$ cat src/rtl/reg_file.sv
// reg_file: 32 x DATA_W MIPS general-purpose register file.
// Two combinational read ports with optional same-cycle write forwarding,
// one synchronous write port, an unbypassed debug read port and a
// committed-write counter. Register $0 always reads as zero.
module reg_file #(
  parameter int unsigned DATA_W = 32,
  parameter bit          BYPASS = 1'b0,
  parameter int unsigned CNT_W  = 16
) (
  input  logic              Clk,
  input  logic              Reset,
  input  logic              RegWrite,
  input  logic [4:0]        WriteReg,
  input  logic [DATA_W-1:0] WriteData,
  input  logic [4:0]        ReadReg1,
  input  logic [4:0]        ReadReg2,
  output logic [DATA_W-1:0] ReadData1,
  output logic [DATA_W-1:0] ReadData2,
  input  logic [4:0]        DbgReg,
  output logic [DATA_W-1:0] DbgData,
  output logic [CNT_W-1:0]  WrCount
);

  logic [DATA_W-1:0] regs [0:31];
  logic [CNT_W-1:0]  wr_count;
  logic              wr_en;

  // A write commits only outside reset and never to $0.
  assign wr_en   = RegWrite && !Reset && (WriteReg != 5'd0);
  assign WrCount = wr_count;

  // Register array and committed-write counter; reset wins over a write.
  always_ff @(posedge Clk) begin
    if (Reset) begin
      regs     <= '{default: '0};
      wr_count <= '0;
    end else if (wr_en) begin
      regs[WriteReg] <= WriteData;
      wr_count       <= wr_count + CNT_W'(1);
    end
  end

  // Combinational read ports: forced to zero in reset, $0 masked, optional forwarding.
  always_comb begin
    ReadData1 = '0;
    ReadData2 = '0;
    DbgData   = '0;
    if (!Reset) begin
      if (ReadReg1 != 5'd0) ReadData1 = regs[ReadReg1];
      if (ReadReg2 != 5'd0) ReadData2 = regs[ReadReg2];
      if (DbgReg   != 5'd0) DbgData   = regs[DbgReg];
      if (BYPASS && wr_en && (WriteReg == ReadReg1)) ReadData1 = WriteData;
      if (BYPASS && wr_en && (WriteReg == ReadReg2)) ReadData2 = WriteData;
    end
  end

endmodule

$ cat config.mk
export PLATFORM = sky130hd
export DESIGN_NAME = reg_file
export DESIGN_NICKNAME = d
export VERILOG_FILES = /design/src/rtl/reg_file.sv
export SDC_FILE = /design/constraint.sdc
export NUM_CORES = 2
export LEC_CHECK = 0
export ABC_AREA = 0
export CAP_MARGIN = 30
export CORE_ASPECT_RATIO = 1.75
export CORE_UTILIZATION = 30
export CTS_CLUSTER_SIZE = 20
export DETAILED_ROUTE_END_ITERATION = 8
export GPL_TIMING_DRIVEN = 0
export PLACE_DENSITY = 0.48
export SLEW_MARGIN = 20
export SYNTH_ARGS = -nofsm -noshare
export SYNTH_HDL_FRONTEND = slang
export SYNTH_SLANG_ARGS = --single-unit
$ cat constraint.sdc
create_clock -name Clk -period 1.9 [get_ports Clk]
set_input_delay 0.19 -clock Clk [delete_from_list [all_inputs] [get_ports Clk]]
set_output_delay 0.19 -clock Clk [all_outputs]
set_load 0.005 [all_outputs]
==> out/results.ini <==
[synth]
synth.cell_area_um2=59600
synth_area_leaders=dfxtp_1 (35%), nand2_1 (13%), mux4_2 (13%)
synth_top_area_share_pct=34.9
ys.flop_type=dfxtp_1
yosysSeqAreaShare_pct=34.9
yosys.area.top_type=dfxtp_1
ys_async_sr_fraction_pct=0
netlist_instances=7090
synth-seq-cells=1039
yosysWarnings=0
synth_edf_count=0
syn_nets=7146
yosysUniqueCellTypes=55
avgSynthCellArea_um2=8.41

[drt]
drt-initial-drc-count=6078
drt_wl_total_mm=347
vias=59200
drc=0
wl_per_cell_um=33.9
viasPerCell=5.79
drtAntennaViolNets=0
drtPass1Iterations=8

[worst_hold_path]
min_path_cells=3
hp-start=WriteData[6]
min_to=regs[6]
hold_class=input port to flip-flop

[sta]
hold_viol=0
rsz0062_at_grt=true
slew_headroom_pct=36.1
worst_slack_ps=-1020
worst_slew_pin_slew_ps=958
finalClockSkew_ps=7.55
min_period_over_period_pct=154
fin_hold_ws_ps=197
layout_min_cycle_time_ps=2920
timing.final.max_slew_violations=0
fmax_mhz=342
setup_viol=222

[worst_setup_path]
r2r_setup_slack_ps=160
max_stage_delay_ps=510
endpoint_kind=primary output
crit_type=flip-flop to primary output
slowest_stage=mux4_2
path_depth=4
cp.buffers_inverters=1
path_max_fanout=2
r2r_end=WrCount[12]
critPathRequiredTime_ps=1710
cpLargestDelayFamily=multiplexers
reg2reg_from=WrCount[0]
worstPathArrival_ps=2730
cp-start-kind=flip-flop
reg2reg_depth=5
cp_cell_sequence=mux4_2, a22oi_2, nand4_1, buf_2

[placed_design]
dp_hpwl_mm=288
port_buffers=157
place_congestion=1.00

[floorplan]
core_area_um2=198000
ios=167
fp.dieH_um=592
fp.dieW_um=339
dieArea_um2=201000
rows=216
start_util_pct=30.2

[global_route]
gr-total-overflow=0
antenna_found_initial=27
grt_max_degree=15
grt_use_total_pct=33.4
grt_first_pass_wirelength_mm=464
grt_pass1_vias=58800

[power]
p_per_area_nw_per_um2=705
swShare_pct=29.0
p_leak_nw=24.9
p_int_mw=37.2
power.switching_mw=15.2
combPwrFrac_pct=12.3
seqPwrFrac_pct=41.9
finalPower_mw=52.3
ir_drop_uv=702
power_frac_clock_pct=45.8

[layout]
drive_gt1_share_pct=25.8
nets=7561
area_growth_pct=24.5
fillers=20100
seq_area_um2=21100
multi_input_area_um2=38400

[clocking]
clk-insertion-delay-late_ps=760
clockBufferDepth=3
cts_num_sinks=1039
hold_buffers=0
root_buffer=clkbuf_16
htree_levels=3
cts_tree=done
cts_buffers=111
clk_pin_slew_ps=70

[outcome]
status=finished, violations left
violations=setup timing

[run]
max_cap_violations=0

power groups by stage:
stage | clock, mW | combinational [mW] | sequential (mW)
3_3_place_gp | 0 | 5.42 | 22.4
2_1_floorplan | 0 | 2.73 | 22.4
4_1_cts | 24.2 | 6.12 | 21.9
3_5_place_dp | 0 | 5.53 | 22.4
5_1_grt | 24.9 | 6.43 | 21.9
6_report | 24.0 | 6.42 | 21.9
cell usage after synthesis (all sizes together), types with 2 or more instances:
cell type / count
nor4bb: 3
mux2: 2
dfxtp: 1039
and4: 4
clkbuf: 495
xor2: 4
o211ai: 4
or3: 11
buf: 262
nor4: 2
or3b: 9
inv: 4
or2: 4
and2: 4
nor4b: 3
and3: 5
nand2: 2138
o2111a: 5
nand4bb: 2
o31ai: 2
a221oi: 63
a21oi: 1005
o2111ai: 8
nor3: 4
or4: 2
nand3b: 9
nand2b: 6
o22ai: 284
mux2i: 764
and4b: 2
a32oi: 3
a22oi: 283
o21ai: 105
and3b: 4
nand3: 3
nor3b: 5
nand4: 101
nor2b: 46
mux4: 353
nor2: 33
cells in the final DEF (no fill, tap or decap), types with 145 or more instances in the layout:
cell and n:
a22oi_1 145, dfxtp_2 225, a21oi_1 1005, clkbuf_1 246, clkbuf_2 145, buf_2 217, o22ai_1 281, mux4_2 353
dfxtp_1 805, mux2i_1 722, nand2_1 2109
repair_timing:
action | CTS | global route
hold endpoints to repair | 0 | 0
gates resized for setup | 1718 | 280
gates cloned | 1 | 1
setup endpoints to repair | 1109 | 638
buffers inserted | 99 | 19
pin swaps | 259 | 138
registers in the layout (all words and copies together), names as in the netlist:
| signal | cells |
|---|---|
| WrCount | 16 |
| regs | 1023 |
how the worst max path moves through the flow:
stage | endpoint | start | slack, ps
global route | DbgData[14] | regs[910] | -910
finish | DbgData[20] | regs[916] | -1020
global placement | ReadData1[30] | ReadReg1[1] | -3740
detailed placement | ReadData1[30] | ReadReg1[0] | -3340
floorplan | ReadData2[10] | ReadReg2[0] | 8
CTS | DbgData[22] | regs[918] | -880
cell families (layout without fill, tap and decap cells):
group	Yosys count	after routing	synth area share, %
AOI/OAI and AO/OA	1764	1764	17.2
adders and majority gates	1	1	0.0210
other	0	13	0
xor gates and xnor gates	5	5	0.0734
buffers and inverters	761	1262	5.32
and+or+nand+nor	2401	2401	16.3
DFF	1039	1039	34.9
muxes	1119	1119	26.2
per-stage QoR:
step / std cells / instance area (um^2) / setup TNS (ps) / setup WS (ps) / utilization, %
after floorplan: 7090 / 59600 / 0 / 7.57 / -
after global placement: 9863 / 64500 / -1828160 / -3740 / 32.6
after detailed placement: 9911 / 65100 / -1649710 / -3340 / 33.0
after CTS: 10200 / 73100 / -64600 / -881 / 37.0
after global routing: 10200 / 74200 / -65960 / -909 / 37.6
final: 10200 / 74300 / -69620 / -1020 / 37.6
final cells by class:
| type | count | share of cell area, % |
|---|---|---|
| Inverter | 4 | 0.0202 |
| Tap cell | 2616 | 4.41 |
| Timing Repair Buffer | 324 | 3.85 |
| Clock inverter | 51 | 0.883 |
| Buffer | 735 | 6.40 |
| Multi-Input combinational cell | 5290 | 51.7 |
| Clock buffer | 148 | 4.24 |
| Sequential cell | 1039 | 28.4 |
| Antenna cell | 13 | 0.0438 |
metal layers:
| metal | up-vias | global-route usage (%) | routed length, um |
|---|---|---|---|
| met4 | 4 | 28.3 | 34500 |
| met1 | 29300 | 36.1 | 125000 |
| met5 | - | 0 | 22 |
| met2 | 2695 | 57.7 | 168000 |
| met3 | 905 | 4.51 | 19800 |
| li1 | 26300 | - | - |
worst reg2reg max path, cell delays in order (launching register included):
cell       delay, ps
dfxtp_2          360
ha_1             170
and2_1           180
o2111ai_1        320
or4_1            570
nand2_1           80
Note: power is estimated with default switching activity, not from simulation.
